## config.mk

```make
export PLATFORM = sky130hd
export DESIGN_NAME = key_session_ctrl
export DESIGN_NICKNAME = d
export VERILOG_FILES = /design/src/rtl/key_ctrl_pkg.sv /design/src/rtl/rr_arb2.sv /design/src/rtl/key_session_ctrl.sv
export SDC_FILE = /design/constraint.sdc
export NUM_CORES = 1
export LEC_CHECK = 0
export ABC_CLOCK_PERIOD_IN_PS = 4430
export CAP_MARGIN = 10
export CORE_MARGIN = 4
export CORE_UTILIZATION = 45
export CTS_CLUSTER_DIAMETER = 120
export DETAILED_ROUTE_END_ITERATION = 8
export GPL_TIMING_DRIVEN = 0
export HOLD_SLACK_MARGIN = 0.12
export PLACE_DENSITY_LB_ADDON = 0.2
export SLEW_MARGIN = 40
export SYNTH_ARGS = -nofsm -noshare
export SYNTH_HDL_FRONTEND = slang
export SYNTH_SLANG_ARGS = --single-unit
```

## constraint.sdc

```tcl
create_clock -name clk -period 4.43 [get_ports clk]
set_input_delay 0.886 -clock clk [delete_from_list [all_inputs] [get_ports clk]]
set_output_delay 0.886 -clock clk [all_outputs]
set_load 0.1 [all_outputs]
```

## src/rtl/key_ctrl_pkg.sv

```systemverilog
// Shared definitions for the key session controller: FSM state encoding,
// request owner encoding and default timing parameters.
package key_ctrl_pkg;

    typedef enum logic [2:0] {
        ST_IDLE      = 3'd0,
        ST_ISSUE     = 3'd1,
        ST_WAIT_ACK  = 3'd2,
        ST_WAIT_DONE = 3'd3,
        ST_LATCH     = 3'd4
    } ctrl_state_t;

    typedef enum logic [1:0] {
        OWN_AUTO = 2'd0,
        OWN_TX   = 2'd1,
        OWN_RX   = 2'd2
    } owner_t;

    localparam int REKEY_FRAMES_DEF   = 16;
    localparam int TIMEOUT_CYCLES_DEF = 64;

endpackage

```

## src/rtl/rr_arb2.sv

```systemverilog
// Two-way round-robin arbiter.
//   req[0]=TX, req[1]=RX; gnt_onehot is combinational.
//   advance: a selection is being taken this cycle. The pointer only moves
//   when both paths were requesting, so a lone requester never steals the
//   tie-break bias from the other path.
module rr_arb2 (
    input  logic       clk,
    input  logic       rst_n,
    input  logic [1:0] req,
    input  logic       advance,
    output logic [1:0] gnt_onehot
);

    logic ptr;  // 0: TX wins ties, 1: RX wins ties

    always_comb begin
        gnt_onehot = req;
        if (req == 2'b11)
            gnt_onehot = ptr ? 2'b10 : 2'b01;
    end

    always_ff @(posedge clk) begin
        if (!rst_n)
            ptr <= 1'b0;
        else if (advance && req == 2'b11)
            ptr <= gnt_onehot[0];  // TX just won -> favour RX next
    end

endmodule

```

## src/rtl/key_session_ctrl.sv

```systemverilog
// Key session controller: shares the LFSR keygen between UART TX and RX.
// Arbitrates TX/RX requests plus an internal auto-rekey, issues a single
// generate pulse, follows the keygen busy/key_valid handshake and latches
// the finished key into the session registers, pulsing the owner's grant.
// Ports:
//   clk, rst_n           clock, synchronous active-low reset
//   tx_req, rx_req       level requests, held until the matching grant
//   frame_done           one pulse per UART frame (drives auto-rekey)
//   kg_busy/kg_key_valid keygen handshake; kg_aes_key/kg_crc_key key data
//   kg_generate          one-cycle start pulse to the keygen
//   tx_gnt, rx_gnt       one-cycle grant pulses, coincident with key update
//   session_*_key        latched keys; session_valid after first latch
//   key_epoch            successful latch count (wraps)
//   ctrl_busy            high outside IDLE
//   timeout_err          sticky abort flag, cleared by the next latch
module key_session_ctrl
    import key_ctrl_pkg::*;
#(
    parameter int REKEY_FRAMES   = REKEY_FRAMES_DEF,
    parameter int TIMEOUT_CYCLES = TIMEOUT_CYCLES_DEF,
    parameter int EPOCH_W        = 8
) (
    input  logic               clk,
    input  logic               rst_n,
    input  logic               tx_req,
    input  logic               rx_req,
    input  logic               frame_done,
    input  logic               kg_busy,
    input  logic               kg_key_valid,
    input  logic [127:0]       kg_aes_key,
    input  logic [15:0]        kg_crc_key,
    output logic               kg_generate,
    output logic               tx_gnt,
    output logic               rx_gnt,
    output logic [127:0]       session_aes_key,
    output logic [15:0]        session_crc_key,
    output logic               session_valid,
    output logic [EPOCH_W-1:0] key_epoch,
    output logic               ctrl_busy,
    output logic               timeout_err
);

    localparam int FCW = (REKEY_FRAMES > 1) ? $clog2(REKEY_FRAMES + 1) : 1;
    localparam int TCW = (TIMEOUT_CYCLES > 1) ? $clog2(TIMEOUT_CYCLES) : 1;
    localparam logic [TCW-1:0] TMO_RELOAD = TCW'(TIMEOUT_CYCLES - 1);
    localparam logic [FCW-1:0] FRAME_LAST = FCW'(REKEY_FRAMES - 1);

    ctrl_state_t    state;
    owner_t         owner;
    logic [FCW-1:0] frame_cnt;
    logic           auto_pend;
    logic [TCW-1:0] tmo_cnt;
    logic [1:0]     arb_gnt;
    logic           arb_adv;

    // Selection only happens in IDLE and AUTO pre-empts the TX/RX arbiter.
    assign arb_adv = (state == ST_IDLE) && !auto_pend && (tx_req || rx_req);

    rr_arb2 u_arb (
        .clk        (clk),
        .rst_n      (rst_n),
        .req        ({rx_req, tx_req}),
        .advance    (arb_adv),
        .gnt_onehot (arb_gnt)
    );

    always_ff @(posedge clk) begin
        if (!rst_n) begin
            state           <= ST_IDLE;
            owner           <= OWN_AUTO;
            frame_cnt       <= '0;
            auto_pend       <= 1'b0;
            tmo_cnt         <= '0;
            kg_generate     <= 1'b0;
            tx_gnt          <= 1'b0;
            rx_gnt          <= 1'b0;
            session_aes_key <= '0;
            session_crc_key <= '0;
            session_valid   <= 1'b0;
            key_epoch       <= '0;
            ctrl_busy       <= 1'b0;
            timeout_err     <= 1'b0;
        end else begin
            kg_generate <= 1'b0;
            tx_gnt      <= 1'b0;
            rx_gnt      <= 1'b0;

            case (state)
                ST_IDLE: begin
                    if (auto_pend || tx_req || rx_req) begin
                        if (auto_pend)       owner <= OWN_AUTO;
                        else if (arb_gnt[0]) owner <= OWN_TX;
                        else                 owner <= OWN_RX;
                        kg_generate <= 1'b1;
                        ctrl_busy   <= 1'b1;
                        state       <= ST_ISSUE;
                    end
                end
                ST_ISSUE: begin
                    tmo_cnt <= TMO_RELOAD;
                    state   <= ST_WAIT_ACK;
                end
                ST_WAIT_ACK: begin
                    // key_valid is still high from the previous key here;
                    // only busy rising proves the keygen took the request.
                    if (kg_busy) begin
                        tmo_cnt <= TMO_RELOAD;
                        state   <= ST_WAIT_DONE;
                    end else if (tmo_cnt == '0) begin
                        timeout_err <= 1'b1;
                        ctrl_busy   <= 1'b0;
                        state       <= ST_IDLE;
                    end else begin
                        tmo_cnt <= tmo_cnt - 1'b1;
                    end
                end
                ST_WAIT_DONE: begin
                    // Capture on the transition so the grant and the new key
                    // are visible together during the LATCH cycle.
                    if (!kg_busy && kg_key_valid) begin
                        session_aes_key <= kg_aes_key;
                        session_crc_key <= kg_crc_key;
                        session_valid   <= 1'b1;
                        key_epoch       <= key_epoch + 1'b1;
                        timeout_err     <= 1'b0;
                        tx_gnt          <= (owner == OWN_TX);
                        rx_gnt          <= (owner == OWN_RX);
                        if (owner == OWN_AUTO) auto_pend <= 1'b0;
                        state <= ST_LATCH;
                    end else if (tmo_cnt == '0) begin
                        timeout_err <= 1'b1;
                        ctrl_busy   <= 1'b0;
                        state       <= ST_IDLE;
                    end else begin
                        tmo_cnt <= tmo_cnt - 1'b1;
                    end
                end
                ST_LATCH: begin
                    ctrl_busy <= 1'b0;
                    state     <= ST_IDLE;
                end
                default: begin
                    ctrl_busy <= 1'b0;
                    state     <= ST_IDLE;
                end
            endcase

            // Placed after the FSM so a new auto request set in the same
            // cycle as an AUTO latch is not lost.
            if (REKEY_FRAMES != 0 && frame_done) begin
                if (frame_cnt == FRAME_LAST) begin
                    frame_cnt <= '0;
                    auto_pend <= 1'b1;
                end else begin
                    frame_cnt <= frame_cnt + 1'b1;
                end
            end
        end
    end

endmodule
```

# Yosys cells after proc, flatten, opt, wreduce, memory -nomap -nowiden
# Index checks and enable logic that the tools add are counted.
# totals
regBits	176
output_inout_bits	158
wordCells	79
# classes
n_addsub	3
eq_ne	10
n_mux	29
bitwise_logic	1
n_reduce_logical	21
# ops
operator	count
2-to-1 mux 6 bit	3
one-hot mux 6 bit (3 select lines)	1
2-to-1 mux 1 bit	15
2-to-1 mux 3 bit	4
one-hot mux 3 bit (4 select lines)	1
AND reduction 2 bit	5
adder 8 x 1 -> 8 bit, second input constant	1
== test 3 x 2 -> 1 bit, second input constant	2
logical NOT 6 bit	1
subtractor 6 x 1 -> 6 bit, second input constant	1
adder 5 x 1 -> 5 bit, second input constant	1
== test 5 x 4 -> 1 bit, second input constant	1
2-to-1 mux 5 bit	1
== test 2 bit, second input constant	2
logical AND 1 bit	4
2-to-1 mux 2 bit	2
inequality test 2 bit, second input constant	2
one-hot mux 1 bit (4 select lines)	1
AND reduction 4 bit	1
== test 3 x 1 -> 1 bit, second input constant	1
logical NOT 3 bit	1
logical OR 1 bit	3
AND reduction 3 bit	1
nonzero test 3 bit	1
other kinds (7)	8

# Logic depth before layout (Yosys ltp)
# depth
depth_word	6
ltp_mapped	8
depth_no_buf	5

# Hierarchy
# Synthesis repeated with hierarchy kept, for this count alone.
# hier_totals
hier_cells	795
hier_area_um2	6451.2
# modules_own_cells
module	instances	cells_per_inst	area_each_um2	seq_area_each_um2
key_session_ctrl	1	787	6387.4	3503.4
rr_arb2	1	8	63.8	20.0

# Least setup slack after synthesis
# OpenSTA, ideal clock, no wires.
# synth_timing
path_kind	input-to-reg
start	in kg_busy
end	reg key_epoch[7]
t_arrival_ns	1.860
required_time_ns	4.315
path_slack_ns	2.455
path_stages	5
cell_sequence	buf_2 nand4b_1 nor4_1 xor2_1 and2_1
# synth_via
elab_chain_cells	3
# synth_rtl
item	line	text
start, declared	key_session_ctrl.sv:28	input logic kg_busy,
logical NOT 1 bit	key_session_ctrl.sv:120	if (!kg_busy && kg_key_valid) begin
logical AND 1 bit	key_session_ctrl.sv:120	
AND reduction 2 bit (no source line)	-	
end signal, assigned	key_session_ctrl.sv:124	key_epoch <= key_epoch + 1'b1;
end, declared	key_session_ctrl.sv:38	output logic [EPOCH_W-1:0] key_epoch,
# No other way between the ends.
# A chain may end at the register's enable or synchronous reset.

# Worst setup path after layout
# layout_timing
start	in kg_key_valid
end	reg session_crc_key[3]
# layout_via
elab_chain_cells	2
# layout_rtl
item	line	text
start, declared	key_session_ctrl.sv:29	input logic kg_key_valid,
logical AND 1 bit	key_session_ctrl.sv:120	
AND reduction 2 bit (no source line)	-	
end signal, assigned	key_session_ctrl.sv:122	session_crc_key <= kg_crc_key;
end, declared	key_session_ctrl.sv:36	output logic [15:0] session_crc_key,
# No other way between the ends.

==> flow_summary.toml <==
[cells_and_area]
stdcell_count = 1329
antenna_cells = 0
drive_gt1_frac = 0.1998
nNetsFinal = 1283
area_growth_pct = 44.31

[placed_design]
place_inst = 1297
dp_hpwl_um = 15640
post-place-ws_ns = 1.651
place_congestion = 0.8583
io_buffers = 306

[sta]
max_slew_margin = 0.6147
fin_skew_ns = 0.008563
layout_setup_ws_ns = 2.099
worst_pin_slew_ns = 0.5780
holdWs_ns = 0.4323
fmax_mhz = 429.0
hold_viol_final = 0
layout_min_cycle_time_ns = 2.331
slew_violations = 0
rsz0062_at_grt = "no"
finalSetupViolCount = 0
tns_ns = 0
min_period_over_period = 0.5262

[floorplan]
die_area_um2 = 17460
io_pins = 309
die_w_um = 132.1
core_region_area_um2 = 15150
initial_utilization = 0.4577
die_h_um = 132.1
row_count = 45

[logic_synthesis]
syn_inst = 803
synth-edff-count = 0
synth-compound-area-share = 0.1956
ys.flop_type = "dfxtp_1"
yosys.area.top_type_share = 0.5082
yosys.area.top_type = "dfxtp_1"
async_flop_share = 0
synth_fa_ha_area_frac = 0.007219
ys_ff_latch = 176
syn_nets = 958
syn_avg_cell_area_um2 = 8.634
synth.most_common_cell = "nand2_1"
seq_area_frac_synth = 0.5082
synth_top_family_by_area = "simple AND/OR/NAND/NOR gates"
synth_xor_area_frac = 0.01137
synth.area.mux_share = 0.004331
synthTopCellsByCount = "307 x nand2_1, 176 x dfxtp_1, 120 x a21boi_1"
synth_area_leaders = "dfxtp_1 51%, nand2_1 17%, a21boi_1 13%, a21boi_0 2.9%, buf_6 2.3%"
synth-simple-area-share = 0.2196
syn_area_um2 = 6933
yosys_warnings = 0
synth.distinct_cells = 47

[power_and_ir_drop]
p_per_area_nw_per_um2 = 364.5
p_leak_nw = 4.218
ir_worst_vdd_v = 0.0003017

[clock_tree]
clock_path_buffers = 2
cts.clk_slew.worst_paths_ns = 0.06
cts-buffers-inserted = 17
cts_root_buffer = "clkbuf_16"
cts_hold_buf = 0
cts_tree = "done"
cts_setup_buffers = 0
clk_latency_ns = 0.42
htree_levels = 4
clock_sinks = 176
cts.repair.resized = 0

[grt]
grt_first_pass_wirelength_um = 32180
grt_overflow = 0
grt_max_degree = 17
grt_antenna_before_repair = 0
track_usage = 0.2308
grt_pass1_vias = 5922

[route]
wire_per_inst_um = 15.45
ant_nets = 0
drc = 0
vias = 6410
viasPerCell = 4.823
drt_iter0_drc = 280
dr.pass1.iters = 4
wl_um = 20540

[critical_path]
path_class = "in -> reg"
cp-start-kind = "input port"
crit_fanout = 10
end_kind = "register"
worstPathRequired_ns = 4.78
worst_ep_arrival_time_ns = 2.68

[hold_path]
hp-class = "reg -> reg"

[run_status]
status = "finished, final reports clean"

[job]
maxCapViolations = 0
==> cell type report <==
type                    count  area (um2)
repair buffers            306        2272
clock inverters            12       107.6
flip-flops and latches    176        3523
clock buffers              20       456.7
fillers                  1358        5141
multi-input cells         564        3038
well taps                 188       235.2
inverters                   6       22.52
plain buffers              57       349.1
==> flip-flops by register name (all words and copies together), names as in the netlist <==
| register | cells |
|---|---|
| auto_pend | 1 |
| ctrl_busy | 1 |
| frame_cnt | 5 |
| key_epoch | 8 |
| kg_generate | 1 |
| owner | 2 |
| rx_gnt | 1 |
| session_aes_key | 128 |
| session_crc_key | 16 |
| session_valid | 1 |
| state | 3 |
| timeout_err | 1 |
| tmo_cnt | 6 |
| tx_gnt | 1 |
| u_arb.ptr | 1 |
==> kinds of logic after synthesis <==
family | Yosys count
xor gates and xnor gates | 9
adders and majority gates | 4
and+or+nand+nor | 365
muxes | 3
DFF | 176
buffers and inverters | 63
AOI/OAI and AO/OA | 183
==> where the power goes <==
group	leakage (nW)	internal, W	switching [W]
Clock	0.273	0.000806	0.000630
Combinational	2.52	0.000233	0.000320
Sequential	1.42	0.00163	0.0000307
==> per-layer routing <==
layer / GRT usage / share of wire / wire length [um] / up-vias
met2: 0.3988 / 0.50 / 10330 / 178
li1: - / - / - / 3281
met4: 0.07001 / 0.017 / 354 / 0
met1: 0.2799 / 0.43 / 8785 / 2925
met3: 0.06450 / 0.052 / 1065 / 26
met5: 0 / 0 / 0 / -
==> worst max-delay path, stage by stage <==
cell and delay [ns]:
clkdlybuf4s50_1 0.58, nand4b_4 0.19, nor2_1 0.21, buf_2 0.32, buf_2 0.28, nand2_1 0.08, a21boi_1 0.13
==> worst paths after layout <==
path,start,cells past startpoint,slack (ns),end
max,kg_key_valid,7,2.10,session_crc_key[3]
min,frame_cnt[4],2,0.43,frame_cnt[4]
max reg2reg,state[2],7,2.62,session_crc_key[3]
min reg2reg,frame_cnt[4],2,0.43,frame_cnt[4]
==> metrics by stage <==
stage	util	total power [W]	area (um2)
5_1_grt	0.6606	0.003794	10000
2_1_floorplan	-	0.002034	6933
4_1_cts	0.6606	0.003674	10000
6_report	0.6606	0.003646	10000
3_5_place_dp	0.6233	0.002245	9440
3_3_place_gp	0.6755	0.002256	10230
==> layout by cell type (no fill, tap or decap), types with 8 or more instances in the layout <==
| master | n |
|---|---|
| buf_2 | 176 |
| dfxtp_1 | 176 |
| a21boi_1 | 120 |
| clkbuf_16 | 17 |
| nor2_1 | 8 |
| a21boi_0 | 27 |
| a21oi_1 | 8 |
| and2_1 | 11 |
| clkdlybuf4s50_1 | 148 |
| clkbuf_1 | 24 |
| buf_6 | 14 |
| nand2_1 | 307 |
Note: power is estimated with default switching activity, not from simulation.
==> patch, RTL diff (same settings) <==
Add an input register stage for `kg_key_valid`, `kg_aes_key` and `kg_crc_key`, cleared by the reset; this delays them by one clock. The other inputs are not delayed to match.
--- a/src/rtl/key_session_ctrl.sv
+++ b/src/rtl/key_session_ctrl.sv
@@ -46,2 +46,18 @@
     localparam logic [FCW-1:0] FRAME_LAST = FCW'(REKEY_FRAMES - 1);
+
+    logic kg_key_valid_q;
+    logic [127:0] kg_aes_key_q;
+    logic [15:0] kg_crc_key_q;
+
+    always_ff @(posedge clk) begin
+        if (!rst_n) begin
+            kg_key_valid_q <= '0;
+            kg_aes_key_q   <= '0;
+            kg_crc_key_q   <= '0;
+        end else begin
+            kg_key_valid_q <= kg_key_valid;
+            kg_aes_key_q   <= kg_aes_key;
+            kg_crc_key_q   <= kg_crc_key;
+        end
+    end
 
@@ -119,5 +135,5 @@
                     // are visible together during the LATCH cycle.
-                    if (!kg_busy && kg_key_valid) begin
-                        session_aes_key <= kg_aes_key;
-                        session_crc_key <= kg_crc_key;
+                    if (!kg_busy && kg_key_valid_q) begin
+                        session_aes_key <= kg_aes_key_q;
+                        session_crc_key <= kg_crc_key_q;
                         session_valid   <= 1'b1;
Check against the original RTL: not equivalent (Yosys sat finds a counterexample within 10 cycles, from zero or initial values and one cycle with rst_n low).
==> patch against the unedited design <==
Worst setup slack better by 0.013 ns; global-route usage down 2.8 points; power is 65% higher; synthesized area grew 50%; clock power grew 73%; non-clock buffer count up 15; routed wire length up 31%; maximum frequency is 0.55% higher; sequential cell count grew 145; final area grew 40%.
==> patch: results (changes against the unedited design) <==
[critical_path]
depth_of_the_worst_register_to_register_path=6  ; -1
critical_path.max_fanout=6  ; -4
reg2reg_setup_slack_ns=2.67  ; +0.05 ns
timing.critical_path.slowest_cell_delay_ns=0.47  ; -0.11 ns
timing.critical_path.slowest_stage_cell=sky130_fd_sc_hd__buf_2
crit_family=buffers and inverters
critical_path.reg2reg.startpoint=tmo_cnt[0]
critical_path.reg2reg.endpoint=tmo_cnt[2]
cp.arrival_ns=1.43  ; -1.25 ns

[clocking]
clk_transition_reported_paths_ns=0.06  ; about the same
clk_path_buf_depth=3  ; +1
cts.root.buffer_cell=sky130_fd_sc_hd__clkbuf_16
cts.htree.levels=1  ; -3
post_cts_resized=0  ; unchanged
cts.repair_timing.setup_buffer_count=0  ; unchanged
cts-buffers-inserted=31  ; +14
clk_latency_ns=0.53  ; +0.11 ns

[placed_design]
placedCellCount=1696  ; +31%
port_buffers=306  ; unchanged
place.detailed.hpwl_mm=19.56  ; +25%
dpl_cell_area_sq_um=13040  ; +38%
globalplace.congestion=0.8162  ; -4.9%

[grt]
grt_pass1_vias=8021  ; +35%
grt_first_pass_wirelength_mm=42.45  ; +32%
grt_start_max_net_pins=15  ; -2
grt_antenna_before_repair=1  ; +1
groute.usage.overall_pct=20.24  ; -2.8 points

[route]
final_routed_wirelength_across_all_metal_layers_mm=26.94  ; +31%
routed-wl-met3_mm=2.327  ; +120%
drt_iter0_markers=445  ; +59%
dr.max_layer_used=met5
detail_route.first_pass.iterations=4  ; unchanged
drt-vias-per-instance=4.766  ; -1.2%
met2RoutedLength_mm=12.91  ; +25%
detailroute.via_count=8327  ; +30%
met1Wirelength_mm=11.05  ; +26%

[hold_path]
worst_hold_path_type=flop to flop
worst_hold_path.endpoint=session_aes_key[123]
min_delay_path_depth=2  ; unchanged
worst_min_path_start=kg_aes_key_q[123]

[synthesis]
synth_sequential_area_ratio_pct=61.74  ; +11 points
netlist_instances=1105  ; +38%
synthArstFlopShare_pct=0  ; unchanged
ys_top_cells_by_area=sky130_fd_sc_hd__dfxtp_1 (62%), sky130_fd_sc_hd__nand2_1 (11%), sky130_fd_sc_hd__and2_1 (8.8%)
synth.yosys.warnings=0  ; unchanged
mappedNetlistNets=1260  ; +32%
yosys-top-cells-count=sky130_fd_sc_hd__dfxtp_1 (321), sky130_fd_sc_hd__nand2_1 (305), sky130_fd_sc_hd__a21oi_1 (152)
synth.distinct_cells=51  ; +8.5%

[layout]
fin_nets=1599  ; +25%
num-fill-cells=2009  ; +48%
ant_cells=0  ; unchanged
layout-drive-gt1-share_pct=17.03  ; -3.0 points
largestRegisters=kg_aes_key_q (128), session_aes_key (128)

[timing]
hold_slack_ns=0.4267  ; -0.005614 ns
clock-skew-final_ns=0.01196  ; +0.003399 ns
max_slew.worst_pin.slew_ns=0.7131  ; +0.1352 ns

[pwr]
worst_vdd_ir_mv=0.2694  ; -11%
static-leakage-power_nw=5.685  ; +35%

[status]
run_status=completed

## patch: cell count changes in the layout (fill, tap and decap cells not counted), sizes merged, moves of 4 or more
cell	before	now
nor2	8	19
xnor2	3	7
dfxtp	176	321
buf	192	196
nor2b	7	1
clkbuf	43	81
and2	11	146
a21oi	8	152
a21boi	147	0
nand3	3	8
xor2	6	2
## patch: logic make-up after synthesis
kind of cell	Yosys count	share of synthesized area, %
and+or+nand+nor	511	23.34
xor gates and xnor gates	9	0.7573
AOI/OAI and AO/OA	177	9.232
muxes	3	0.3005
DFF	321	61.74
adders and majority gates	4	0.4808
buffers and inverters	80	4.147
## patch: through the flow
| step | setup WS (ns) | total power [mW] |
|---|---|---|
| after CTS | 2.085 | 6.078 |
| final | 2.112 | 6.010 |
| after global routing | 2.039 | 6.258 |
| after global placement | 1.583 | 3.575 |
| after floorplan | 2.509 | 3.367 |
| after detailed placement | 1.632 | 3.582 |
## patch: layout make-up
class	instances	area (sq um)	share of cell area, %
repair buffers	306	2272	16.22
plain buffers	72	402.9	2.877
clock buffers	47	915.9	6.539
well taps	285	356.6	2.546
inverters	8	30.03	0.2144
flip-flops and latches	321	6426	45.88
multi-input cells	704	3551	25.35
clock inverters	4	51.30	0.3663
## patch: power breakdown
part,switching (mW),internal (mW),total (mW)
sequential,0.0447,2.99,3.03
clock,1.03,1.47,2.49
combinational,0.248,0.234,0.483
total,1.32,4.69,6.01
## patch: tightest hold or removal path: stages, from the launching register on
cell and delay (ns):
sky130_fd_sc_hd__dfxtp_1 0.29, sky130_fd_sc_hd__nand2_1 0.05, sky130_fd_sc_hd__a21oi_1 0.05
## patch: how the worst max path moves through the flow
| stage | to | startpoint | slack [ns] | cells past startpoint |
|---|---|---|---|---|
| after floorplan | frame_cnt[0] | rst_n | 2.51 | 5 |
| after global placement | kg_crc_key_q[15] | rst_n | 1.58 | 4 |
| after detailed placement | kg_crc_key_q[15] | rst_n | 1.63 | 4 |
| after CTS | key_epoch[2] | key_epoch[2] | 2.08 | 1 |
| after global routing | key_epoch[3] | key_epoch[3] | 2.04 | 1 |
| final | key_epoch[3] | key_epoch[3] | 2.11 | 1 |
## patch: per-layer routing
| layer | global-route usage, % | vias to the layer above |
|---|---|---|
| li1 | - | 4220 |
| met3 | 6.606 | 48 |
| met2 | 34.68 | 261 |
| met5 | 0 | - |
| met1 | 24.54 | 3796 |
| met4 | 5.553 | 2 |
